==> config.mk <==
export PLATFORM = sky130hd
export DESIGN_NAME = fabric_switch_buffered_flat
export DESIGN_NICKNAME = d
export VERILOG_FILES = /design/src/rtl/fabric_switch_buffered_if.sv /design/src/rtl/fabric_switch_buffered.sv /design/src/flat_wrapper.sv
export SDC_FILE = /design/constraint.sdc
export NUM_CORES = 1
export LEC_CHECK = 0
export BUFFER_PORTS_ARGS = -buffer_cell sky130_fd_sc_hd__buf_2
export CAP_MARGIN = 20
export CORE_MARGIN = 5
export CORE_UTILIZATION = 40
export CTS_CLUSTER_SIZE = 40
export DETAILED_ROUTE_END_ITERATION = 8
export PLACE_DENSITY = 0.57
export SLEW_MARGIN = 20
export SYNTH_ARGS = -nofsm -noshare
export SYNTH_HDL_FRONTEND = slang
export SYNTH_SLANG_ARGS = --single-unit
==> constraint.sdc <==
create_clock -name clk -period 8.47 [get_ports clk]
set_input_delay 1.2705 -clock clk [delete_from_list [all_inputs] [get_ports clk]]
set_output_delay 1.2705 -clock clk [all_outputs]
set_load 0.01 [all_outputs]
==> src/rtl/fabric_switch_buffered_if.sv <==
// Token handshake bundle for fabric_switch_buffered.
// The master offers input tokens and accepts output heads; the switch is the slave.
interface fabric_switch_buffered_if #(
    parameter int NUM_INPUTS    = 4,
    parameter int NUM_OUTPUTS   = 4,
    parameter int PAYLOAD_WIDTH = 32
);
    logic [NUM_INPUTS-1:0]                     in_valid;
    logic [NUM_INPUTS-1:0]                     in_ready;
    logic [NUM_INPUTS-1:0][PAYLOAD_WIDTH-1:0]  in_data;
    logic [NUM_OUTPUTS-1:0]                    out_valid;
    logic [NUM_OUTPUTS-1:0]                    out_ready;
    logic [NUM_OUTPUTS-1:0][PAYLOAD_WIDTH-1:0] out_data;

    modport master (
        output in_valid, in_data, out_ready,
        input  in_ready, out_valid, out_data
    );

    modport slave (
        input  in_valid, in_data, out_ready,
        output in_ready, out_valid, out_data
    );
endinterface

==> src/rtl/fabric_switch_buffered.sv <==
// Buffered fabric switch: compressed route table, per-output FIFOs,
// round-robin merge and non-atomic broadcast with sticky error reporting.
module fabric_switch_buffered #(
    parameter int NUM_INPUTS = 4,
    parameter int NUM_OUTPUTS = 4,
    parameter int DATA_WIDTH = 32,
    parameter int TAG_WIDTH = 0,
    parameter logic [NUM_OUTPUTS*NUM_INPUTS-1:0] CONNECTIVITY = '1,
    parameter int FIFO_DEPTH = 2,
    parameter bit ALLOW_MERGE = 1'b0,
    localparam int PAYLOAD_WIDTH = DATA_WIDTH + TAG_WIDTH,
    localparam int NUM_CONNECTED = $countones(CONNECTIVITY)
) (
    input  logic                     clk,
    input  logic                     rst_n,
    fabric_switch_buffered_if.slave  bus,
    input  logic [NUM_CONNECTED-1:0] cfg_route_table,
    output logic                     error_valid,
    output logic [15:0]              error_code
);

    localparam int IW = (NUM_INPUTS > 1) ? $clog2(NUM_INPUTS) : 1;
    localparam int AW = (FIFO_DEPTH > 1) ? $clog2(FIFO_DEPTH) : 1;
    localparam int CW = $clog2(FIFO_DEPTH + 1);

    localparam logic [15:0] CFG_MIX_CODE = 16'd1;
    localparam logic [15:0] RT_UNROUTED_CODE = 16'd262;

    function automatic int conn_before(int pos);
        int n;
        n = 0;
        for (int p = 0; p < pos; p++) begin
            n += int'(CONNECTIVITY[p]);
        end
        return n;
    endfunction

    function automatic logic [NUM_INPUTS-1:0] col_mask();
        logic [NUM_INPUTS-1:0] m;
        m = '0;
        for (int o = 0; o < NUM_OUTPUTS; o++) begin
            for (int i = 0; i < NUM_INPUTS; i++) begin
                if (CONNECTIVITY[o*NUM_INPUTS+i]) m[i] = 1'b1;
            end
        end
        return m;
    endfunction

    function automatic logic [NUM_OUTPUTS-1:0] row_mask();
        logic [NUM_OUTPUTS-1:0] m;
        m = '0;
        for (int o = 0; o < NUM_OUTPUTS; o++) begin
            for (int i = 0; i < NUM_INPUTS; i++) begin
                if (CONNECTIVITY[o*NUM_INPUTS+i]) m[o] = 1'b1;
            end
        end
        return m;
    endfunction

    localparam logic [NUM_INPUTS-1:0] COL_CONN = col_mask();
    localparam logic [NUM_OUTPUTS-1:0] ROW_CONN = row_mask();

    if (NUM_INPUTS < 1 || NUM_INPUTS > 256 ||
        NUM_OUTPUTS < 1 || NUM_OUTPUTS > 256) begin : g_bad_ports
        $fatal(1, "fabric_switch_buffered: port count out of range");
    end
    if (ROW_CONN != '1) begin : g_bad_row
        $fatal(1, "fabric_switch_buffered: empty CONNECTIVITY row");
    end
    if (COL_CONN != '1) begin : g_bad_col
        $fatal(1, "fabric_switch_buffered: empty CONNECTIVITY column");
    end
    if (FIFO_DEPTH < 1 || FIFO_DEPTH > 64) begin : g_bad_depth
        $fatal(1, "fabric_switch_buffered: FIFO_DEPTH out of range");
    end

    logic [NUM_OUTPUTS-1:0][NUM_INPUTS-1:0] route;

    for (genvar o = 0; o < NUM_OUTPUTS; o++) begin : g_row
        for (genvar i = 0; i < NUM_INPUTS; i++) begin : g_col
            localparam int P = o * NUM_INPUTS + i;
            if (CONNECTIVITY[P]) begin : g_on
                assign route[o][i] = cfg_route_table[conn_before(P)];
            end else begin : g_off
                assign route[o][i] = 1'b0;
            end
        end
    end

    logic [NUM_INPUTS-1:0][NUM_OUTPUTS-1:0] sent;
    logic [NUM_OUTPUTS-1:0][IW-1:0]         rr_ptr;
    logic [NUM_OUTPUTS-1:0][CW-1:0]         count;
    logic [NUM_OUTPUTS-1:0][AW-1:0]         wr_ptr;
    logic [NUM_OUTPUTS-1:0][AW-1:0]         rd_ptr;
    logic [PAYLOAD_WIDTH-1:0]               mem [NUM_OUTPUTS][FIFO_DEPTH];

    logic [NUM_OUTPUTS-1:0]                 gnt_v;
    logic [NUM_OUTPUTS-1:0][IW-1:0]         gnt_idx;
    logic [NUM_OUTPUTS-1:0][NUM_INPUTS-1:0] gnt_oh;
    logic [NUM_OUTPUTS-1:0]                 pop;
    logic [NUM_INPUTS-1:0]                  routed;
    logic [NUM_INPUTS-1:0]                  done;
    logic [NUM_INPUTS-1:0]                  retire;
    logic [NUM_OUTPUTS-1:0][PAYLOAD_WIDTH-1:0] head;
    logic [15:0]                            err_now;

    // A full FIFO is never grantable, so in_ready never looks at out_ready.
    always_comb begin
        int c;
        c = 0;
        gnt_v = '0;
        gnt_idx = '0;
        gnt_oh = '0;
        for (int o = 0; o < NUM_OUTPUTS; o++) begin
            if (rst_n && count[o] < CW'(FIFO_DEPTH)) begin
                for (int k = 0; k < NUM_INPUTS; k++) begin
                    c = int'(rr_ptr[o]) + k;
                    if (c >= NUM_INPUTS) c = c - NUM_INPUTS;
                    if (!gnt_v[o] && bus.in_valid[c] &&
                        route[o][c] && !sent[c][o]) begin
                        gnt_v[o] = 1'b1;
                        gnt_idx[o] = IW'(c);
                        gnt_oh[o][c] = 1'b1;
                    end
                end
            end
        end
    end

    always_comb begin
        routed = '0;
        done = '1;
        retire = '0;
        for (int i = 0; i < NUM_INPUTS; i++) begin
            for (int o = 0; o < NUM_OUTPUTS; o++) begin
                if (route[o][i]) routed[i] = 1'b1;
                if (route[o][i] && !sent[i][o] && !gnt_oh[o][i]) begin
                    done[i] = 1'b0;
                end
            end
            retire[i] = bus.in_valid[i] && routed[i] && done[i];
        end
    end

    assign bus.in_ready = retire;

    always_comb begin
        pop = '0;
        head = '0;
        for (int o = 0; o < NUM_OUTPUTS; o++) begin
            if (count[o] != '0) begin
                pop[o] = bus.out_ready[o];
                head[o] = mem[o][rd_ptr[o]];
            end
        end
    end

    always_comb begin
        for (int o = 0; o < NUM_OUTPUTS; o++) begin
            bus.out_valid[o] = (count[o] != '0);
        end
    end

    assign bus.out_data = head;

    function automatic logic [AW-1:0] ptr_inc(logic [AW-1:0] p);
        return (p == AW'(FIFO_DEPTH - 1)) ? '0 : p + AW'(1);
    endfunction

    always_ff @(posedge clk or negedge rst_n) begin
        if (!rst_n) begin
            count <= '0;
            wr_ptr <= '0;
            rd_ptr <= '0;
            rr_ptr <= '0;
        end else begin
            for (int o = 0; o < NUM_OUTPUTS; o++) begin
                if (gnt_v[o]) begin
                    wr_ptr[o] <= ptr_inc(wr_ptr[o]);
                    rr_ptr[o] <= (gnt_idx[o] == IW'(NUM_INPUTS - 1)) ?
                                 '0 : gnt_idx[o] + IW'(1);
                end
                if (pop[o]) rd_ptr[o] <= ptr_inc(rd_ptr[o]);
                count[o] <= count[o] + CW'(gnt_v[o]) - CW'(pop[o]);
            end
        end
    end

    // Storage is data-only; emptiness gating keeps stale entries off out_data.
    always_ff @(posedge clk) begin
        for (int o = 0; o < NUM_OUTPUTS; o++) begin
            if (gnt_v[o]) mem[o][wr_ptr[o]] <= bus.in_data[gnt_idx[o]];
        end
    end

    always_ff @(posedge clk or negedge rst_n) begin
        if (!rst_n) begin
            sent <= '0;
        end else begin
            for (int i = 0; i < NUM_INPUTS; i++) begin
                for (int o = 0; o < NUM_OUTPUTS; o++) begin
                    sent[i][o] <= retire[i] ? 1'b0 : (sent[i][o] | gnt_oh[o][i]);
                end
            end
        end
    end

    always_comb begin
        logic cfg_err;
        logic rt_err;
        cfg_err = 1'b0;
        rt_err = 1'b0;
        for (int o = 0; o < NUM_OUTPUTS; o++) begin
            if (!ALLOW_MERGE && $countones(route[o]) > 1) cfg_err = 1'b1;
        end
        for (int i = 0; i < NUM_INPUTS; i++) begin
            if (bus.in_valid[i] && COL_CONN[i] && !routed[i]) rt_err = 1'b1;
        end
        err_now = cfg_err ? CFG_MIX_CODE :
                  rt_err  ? RT_UNROUTED_CODE : 16'd0;
    end

    always_ff @(posedge clk or negedge rst_n) begin
        if (!rst_n) begin
            error_valid <= 1'b0;
            error_code <= '0;
        end else if (!error_valid && err_now != '0) begin
            error_valid <= 1'b1;
            error_code <= err_now;
        end
    end

endmodule

==> src/flat_wrapper.sv <==
// flat-port wrapper written by rule: the top's interface ports become plain ports
module fabric_switch_buffered_flat 
#(
    parameter int NUM_INPUTS = 4,
    parameter int NUM_OUTPUTS = 4,
    parameter int DATA_WIDTH = 32,
    parameter int TAG_WIDTH = 0,
    parameter logic [NUM_OUTPUTS*NUM_INPUTS-1:0] CONNECTIVITY = '1,
    parameter int FIFO_DEPTH = 2,
    parameter bit ALLOW_MERGE = 1'b0,
    localparam int PAYLOAD_WIDTH = DATA_WIDTH + TAG_WIDTH,
    localparam int NUM_CONNECTED = $countones(CONNECTIVITY)
)
  (clk, rst_n, cfg_route_table, error_valid, error_code, bus_in_valid, bus_in_data, bus_out_ready, bus_in_ready, bus_out_valid, bus_out_data);
  fabric_switch_buffered_if #(.NUM_INPUTS(NUM_INPUTS), .NUM_OUTPUTS(NUM_OUTPUTS), .PAYLOAD_WIDTH((32))) bus_i ();
  input  logic clk;
  input  logic rst_n;
  input  logic [NUM_CONNECTED-1:0] cfg_route_table;
  output logic error_valid;
  output logic [15:0] error_code;
  input wire logic [$bits(bus_i.in_valid)-1:0] bus_in_valid;
  input wire logic [$bits(bus_i.in_data)-1:0] bus_in_data;
  input wire logic [$bits(bus_i.out_ready)-1:0] bus_out_ready;
  output wire logic [$bits(bus_i.in_ready)-1:0] bus_in_ready;
  output wire logic [$bits(bus_i.out_valid)-1:0] bus_out_valid;
  output wire logic [$bits(bus_i.out_data)-1:0] bus_out_data;
  assign bus_i.in_valid = bus_in_valid;
  assign bus_i.in_data = bus_in_data;
  assign bus_i.out_ready = bus_out_ready;
  assign bus_in_ready = bus_i.in_ready;
  assign bus_out_valid = bus_i.out_valid;
  assign bus_out_data = bus_i.out_data;
  fabric_switch_buffered #(.NUM_INPUTS(NUM_INPUTS), .NUM_OUTPUTS(NUM_OUTPUTS), .DATA_WIDTH(DATA_WIDTH), .TAG_WIDTH(TAG_WIDTH), .CONNECTIVITY(CONNECTIVITY), .FIFO_DEPTH(FIFO_DEPTH), .ALLOW_MERGE(ALLOW_MERGE)) u_core (.clk(clk), .rst_n(rst_n), .bus(bus_i), .cfg_route_table(cfg_route_table), .error_valid(error_valid), .error_code(error_code));
endmodule
==> flow_metrics.py, run 1 <==
metrics = {
    "grt": {
        "grt-ovfl-total": 0,
        "grt_pass1_wl_um": 87300,
        "grtUsageTotal": 0.227,
        "antenna_found_initial": 25,
        "grt_max_degree": 61,
        "grt_pass1_vias": 13300,
    },
    "synth": {
        "synthFlopType": "edfxtp_1",
        "synthSimpleGateAreaFrac": 0.106,
        "yosysTopAreaCell": "edfxtp_1",
        "synthCells": 1553,
        "synth.area.top_cells": "edfxtp_1 41%, mux2i_1 19%, dfrtp_1 5.8%, mux4_2 4.7%, nor2_1 4.0%",
        "yosysSeqAreaShare": 0.469,
        "syn_avg_cell_area_um2": 12.0,
        "synth-async-reset-ratio": 0.144,
        "yosys.cell_types.count": 83,
        "yosysMostFrequentCell": "mux2i_1",
        "ys_ff_latch": 299,
        "synth_top_family_by_area": "multiplexers",
        "synth.cell_area_mm2": 0.0187,
        "netlist_top_cells_count": "362 x mux2i_1, 256 x edfxtp_1, 199 x nor2_1, 66 x a21oi_1, 60 x clkbuf_1",
        "muxShareOfSynthArea": 0.261,
        "synth_xor_area_frac": 0.00937,
        "synth_top_area_frac": 0.411,
        "synth_warnings": 0,
        "synth-compound-area-share": 0.0796,
        "synthAdderAreaFrac": 0.0364,
        "synth_enable_flop_cells": 256,
    },
    "sta": {
        "final.period_utilization": 0.693,
        "skew_ns": 0.0167,
        "finalSetupTns_ns": 0,
        "rsz0062_at_grt": "false",
        "maxSlewViolCount": 0,
        "timing.fmax_ghz": 0.170,
        "finalCriticalPeriod_ns": 5.87,
        "relSlewSlack": 0.260,
        "final-setup-viol-count": 0,
        "worstMarginPinSlew_ns": 1.11,
        "hold_violations": 0,
        "whs_ns": 0.533,
    },
    "layout": {
        "drive_gt1_frac": 0.257,
        "num-fill-cells": 4290,
        "nets": 2004,
        "stdcell_area_mm2": 0.0218,
        "area_delta_synth_final_pct": 16.5,
        "final_cells": 2448,
    },
    "place": {
        "dp_hpwl_um": 44000,
        "gp_congestion": 0.940,
        "placed_area_mm2": 0.0206,
        "io_buffers": 294,
        "dp_cells": 2367,
    },
    "power_and_ir_drop": {
        "total_power_mw": 7.54,
        "power_density_mw_per_mm2": 346,
        "leakage_nw": 9.12,
        "ir_worst_vdd_v": 0.000232,
    },
    "route": {
        "postRouteAntennaNets": 0,
        "drc": 0,
        "vias": 14100,
        "wire_per_inst_um": 24.9,
        "post_drt_via_cell_ratio": 5.76,
        "drt-total-wl_um": 60900,
        "dr.first_iter.drc_count": 1245,
        "dr.pass1.iters": 5,
    },
    "setup_path": {
        "crit_fanout": 22,
        "cp.arrival_ns": 4.60,
        "cp-end-kind": "primary output",
        "critPathKind": "register to primary output",
        "cp-start-kind": "register",
        "worstPathRequired_ns": 7.20,
    },
    "clocking": {
        "max-clock-path-buffers": 3,
        "post_cts_resized": 0,
        "cts_sinks": 299,
        "clk_latency_ns": 0.54,
        "cts_tree": "done",
        "htree_levels": 2,
        "cts_hold_buf": 0,
        "clk_pin_slew_ns": 0.06,
        "numCtsBuffers": 36,
        "cts-root-buf": "clkbuf_16",
        "cts_setup_buffers": 0,
    },
    "status": {
        "status": "finished, final reports clean",
    },
    "floorplan": {
        "ios": 307,
        "coreArea_mm2": 0.0464,
        "initial_core_util": 0.403,
        "die_y_um": 226,
        "die_x_um": 226,
        "die-area_mm2": 0.0512,
        "rows": 79,
    },
    "job": {
        "drv_cap": 0,
    },
    "worst_hold_path": {
        "hold_class": "register to register",
    },
}
-- path summary, 6_finish.rpt --
kind / from / endpoint / slack, ns / cells after the start
max in group asynchronous: rst_n / u_core.rd_ptr[2] / 7.08 / 2
hold / removal: u_core.wr_ptr[3] / u_core.wr_ptr[3] / 0.53 / 1
min in group asynchronous: rst_n / u_core.sent[9] / 0.88 / 2
setup / recovery: u_core.rr_ptr[6] / bus_in_ready[1] / 2.60 / 8
setup reg to reg: u_core.rr_ptr[6] / u_core.mem[3][54] / 3.30 / 10
hold reg to reg: u_core.wr_ptr[3] / u_core.wr_ptr[3] / 0.53 / 1
-- per-stage QoR --
stage          setup WS, ns   util
2_1_floorplan          3.88      -
3_3_place_gp           3.17  0.444
3_5_place_dp           3.14  0.445
4_1_cts                2.59  0.469
5_1_grt                2.28  0.470
6_report               2.60  0.470
-- power by group --
part / internal [mW] / leakage [nW] / switching [mW] / total [mW]
Combinational: 1.40 / 5.74 / 2.21 / 3.62
Clock: 0.862 / 0.547 / 0.620 / 1.48
Sequential: 2.07 / 2.83 / 0.368 / 2.44
Total: 4.34 / 9.12 / 3.20 / 7.54
-- per-layer routing --
metal | wire length [um] | vias to the layer above | GRT usage
met5 | 41 | - | 0
met4 | 1590 | 6 | 0.0687
met3 | 4650 | 89 | 0.0468
met2 | 25400 | 551 | 0.311
met1 | 29200 | 7029 | 0.357
li1 | - | 6424 | -
-- flip-flops by register name (all words and copies together), names as in the netlist --
signal	flops
u_core.count	8
u_core.error_code	2
u_core.error_valid	1
u_core.mem	256
u_core.rd_ptr	4
u_core.rr_ptr	8
u_core.sent	16
u_core.wr_ptr	4
-- cells by family (layout without fill, tap and decap cells) --
| logic type | after synthesis | count (layout) |
|---|---|---|
| buf+inv | 150 | 409 |
| other cells | 1 | 30 |
| compound gates | 215 | 215 |
| xor+xnor | 20 | 20 |
| fa+ha+maj | 52 | 52 |
| simple gates | 382 | 382 |
| mux | 434 | 434 |
| flops | 299 | 299 |
-- worst max-delay path: stages, from the launching register on --
cell,delay (ns)
dfrtp_1,0.85
inv_1,0.43
ha_1,0.58
or3_1,0.44
a2111o_1,0.40
o21ai_1,0.22
a2111oi_0,0.24
a2111oi_2,0.65
buf_2,0.25
-- cell usage in the layout (no fill, tap or decap), types with 10 or more instances in the layout --
| master | n |
|---|---|
| and3b_1 | 14 |
| a41oi_1 | 10 |
| inv_1 | 36 |
| conb_1 | 12 |
| o22ai_1 | 11 |
| dfrtp_1 | 39 |
| buf_2 | 294 |
| xnor2_1 | 10 |
| clkbuf_16 | 38 |
| nor2b_1 | 11 |
| nand4b_1 | 12 |
| a211oi_1 | 11 |
| nor2_1 | 194 |
| a31oi_1 | 10 |
| mux4_2 | 39 |
| mux2i_1 | 362 |
| mux2_2 | 32 |
| buf_4 | 13 |
| ha_1 | 48 |
| nand3_1 | 25 |
| o211ai_1 | 16 |
| diode_2 | 18 |
| nand2_1 | 31 |
| edfxtp_1 | 256 |
| o21ai_0 | 19 |
| nand3b_1 | 18 |
| xor2_1 | 10 |
| a21oi_1 | 65 |
-- final cells by class --
class	count	area (um2)	share of cell area
antenna	18	45.0	0.00207
clock buffer	45	987	0.0453
clock inverter	18	140	0.00643
inverter	38	143	0.00655
multi-input combinational	1115	9360	0.430
sequential	299	8770	0.402
tap	607	759	0.0349
timing repair buffer	308	1590	0.0729
No activity file was read; power rests on OpenSTA's default activity.
==> run 2: changes to the inputs <==
PLACE_DENSITY = 0.59   (was 0.57)
clock period = 4.91 ns   (was 8.47 ns; I/O delays follow)
==> flow_metrics.py, run 2 (synthesis results as in run 1) <==
metrics = {
    "status": {
        "status": "finished, final reports clean",
    },
    "grt": {
        "use_met2": 0.309,
        "top_usage_layer": "met1",
        "grtUsageTotal": 0.225,
        "gr-usage-met3": 0.0416,
        "antenna_found_initial": 25,
        "grt_pass1_wl_um": 87200,
        "grt-ovfl-total": 0,
        "met1_usage": 0.354,
        "grt_pass1_vias": 13500,
        "grt_max_degree": 60,
    },
    "route": {
        "postRouteAntennaNets": 0,
        "dr.pass1.iters": 7,
        "drc": 0,
        "dr.first_iter.drc_count": 1390,
        "wire_per_inst_um": 24.3,
        "vias": 14200,
        "drt-total-wl_um": 60300,
        "post_drt_via_cell_ratio": 5.74,
    },
    "place": {
        "place_ws_ns": 0.641,
        "io_buffers": 294,
        "dp_hpwl_um": 44400,
        "gp_congestion": 0.911,
    },
    "layout": {
        "final_cell_mix": "362 x mux2i_1, 294 x buf_2, 256 x edfxtp_1",
        "largest_register_ffs": 256,
        "nets": 2034,
        "fin_util": 0.475,
        "drive_gt1_frac": 0.267,
        "layout_commonest_cell": "mux2i_1",
        "area_delta_synth_final_pct": 17.7,
    },
    "sta": {
        "whs_ns": 0.522,
        "setup_ws_ns": 0.237,
        "timing.fmax_ghz": 0.214,
        "maxSlewViolCount": 0,
        "final-setup-viol-count": 0,
        "skew_ns": 0.0186,
        "finalSetupTns_ns": 0,
        "worstMarginPinSlew_ns": 1.09,
        "relSlewSlack": 0.270,
        "finalCriticalPeriod_ns": 4.67,
        "hold_violations": 0,
        "rsz0062_at_grt": "false",
        "final.period_utilization": 0.952,
    },
    "setup_path": {
        "cp_num_buf_inv": 4,
        "crit_fanout": 17,
        "regToRegStartpoint": "u_core.rr_ptr[7]",
        "path_depth": 10,
        "cp-end-kind": "primary output",
        "cpMostUsedCell": "inv_1",
        "cp-startpoint": "u_core.rr_ptr[3]",
        "cp_slowest_cell": "a2111oi_1",
        "crit_path_end": "bus_in_ready[3]",
        "worstPathRequired_ns": 4.17,
        "cp_slowest_stage_delay_ns": 0.70,
        "path_delay_family": "compound AO/OA/AOI/OAI gates",
        "critPathKind": "register to primary output",
        "cp_cell_sequence": "inv_1 -> ha_1 -> inv_1 -> mux4_2 -> o211ai_1 -> a41oi_1 -> a2111oi_1 -> a2111oi_2 -> buf_4 -> buf_2",
        "cp-start-kind": "register",
        "r2r-end": "u_core.mem[3][22]",
        "cp.arrival_ns": 3.94,
        "reg2reg_slack_ns": 0.93,
        "reg2reg_depth": 9,
    },
    "clocking": {
        "numCtsBuffers": 35,
        "htree_levels": 2,
        "max-clock-path-buffers": 3,
        "cts-root-buf": "clkbuf_16",
        "cts_sinks": 299,
        "cts_setup_buffers": 0,
        "cts_tree": "done",
        "clk_pin_slew_ns": 0.06,
        "clk_latency_ns": 0.55,
    },
    "floorplan": {
        "rows": 79,
        "die_y_um": 226,
        "die_x_um": 226,
        "ios": 307,
        "coreArea_mm2": 0.0464,
        "die-area_mm2": 0.0512,
        "initial_core_util": 0.403,
    },
    "power_and_ir_drop": {
        "power_density_mw_per_mm2": 591,
        "total_power_mw": 13.0,
        "leakage_nw": 9.24,
        "ir_worst_vdd_v": 0.000290,
    },
    "job": {
        "drv_cap": 0,
    },
    "worst_hold_path": {
        "hold_class": "register to register",
    },
}
## run 2: changes by cell type in the layout (fill, tap and decap cells not counted), sizes merged
cell | before | now
buf | 308 | 338
diode | 18 | 23
clkbuf | 45 | 42
clkinvlp | 3 | 2
inv | 39 | 41
dlygate4sd3 | 0 | 1
bufinv | 1 | 0
clkinv | 13 | 15
## run 2: routing by layer
layer	part of all wire	up-vias
met2	0.42	595
li1	-	6466
met1	0.47	7103
met3	0.076	79
met5	0	-
met4	0.027	0
## run 2: area by class of cell
type	count	area, um2
well taps	607	759
repair buffers	339	1870
flip-flops and latches	299	8770
fillers	4248	24400
clock buffers	42	902
clock inverters	20	135
diodes	23	57.6
inverters	38	143
multi-input cells	1115	9360
## run 2: worst min path at each step
stage | from | to | slack (ns) | cells past startpoint
finish | u_core.error_code[0] | u_core.error_code[0] | 0.52 | 2
global route | bus_out_ready[3] | u_core.rd_ptr[3] | 0.55 | 3
CTS | bus_out_ready[3] | u_core.rd_ptr[3] | 0.52 | 3
detailed placement | u_core.error_code[0] | u_core.error_code[0] | 0.51 | 2
global placement | u_core.error_code[0] | u_core.error_code[0] | 0.50 | 2
floorplan | rst_n | u_core.count[0] | 0.44 | 0
## run 2: power breakdown
group | leakage, nW | internal (mW) | switching, mW
registers | 2.83 | 3.58 | 0.548
clock network | 0.503 | 1.33 | 1.07
logic | 5.91 | 2.54 | 3.94
total | 9.24 | 7.45 | 5.55
## run 2: metrics by stage
stage,std cells,area [um2]
global route,2479,22000
finish,2483,22000
CTS,2460,21900
detailed placement,2397,20900
floorplan,1564,18700
global placement,2397,20900
## run 2: worst reg2reg max path: stages, from the launching register on
cell      delay, ns
dfrtp_2        0.52
inv_1          0.17
ha_1           0.56
nand2b_1       0.18
a21oi_1        0.04
o21ai_0        0.42
nand3_4        0.69
mux2_2         0.51
nor2_1         0.04
a21oi_1        0.55
## run 2: what timing repair did
action / CTS / global route
resized for setup: 0 / 3
hold buffers: 1 / 0
endpoints found under the hold margin: 1 / 0
setup endpoints to repair: 0 / 4
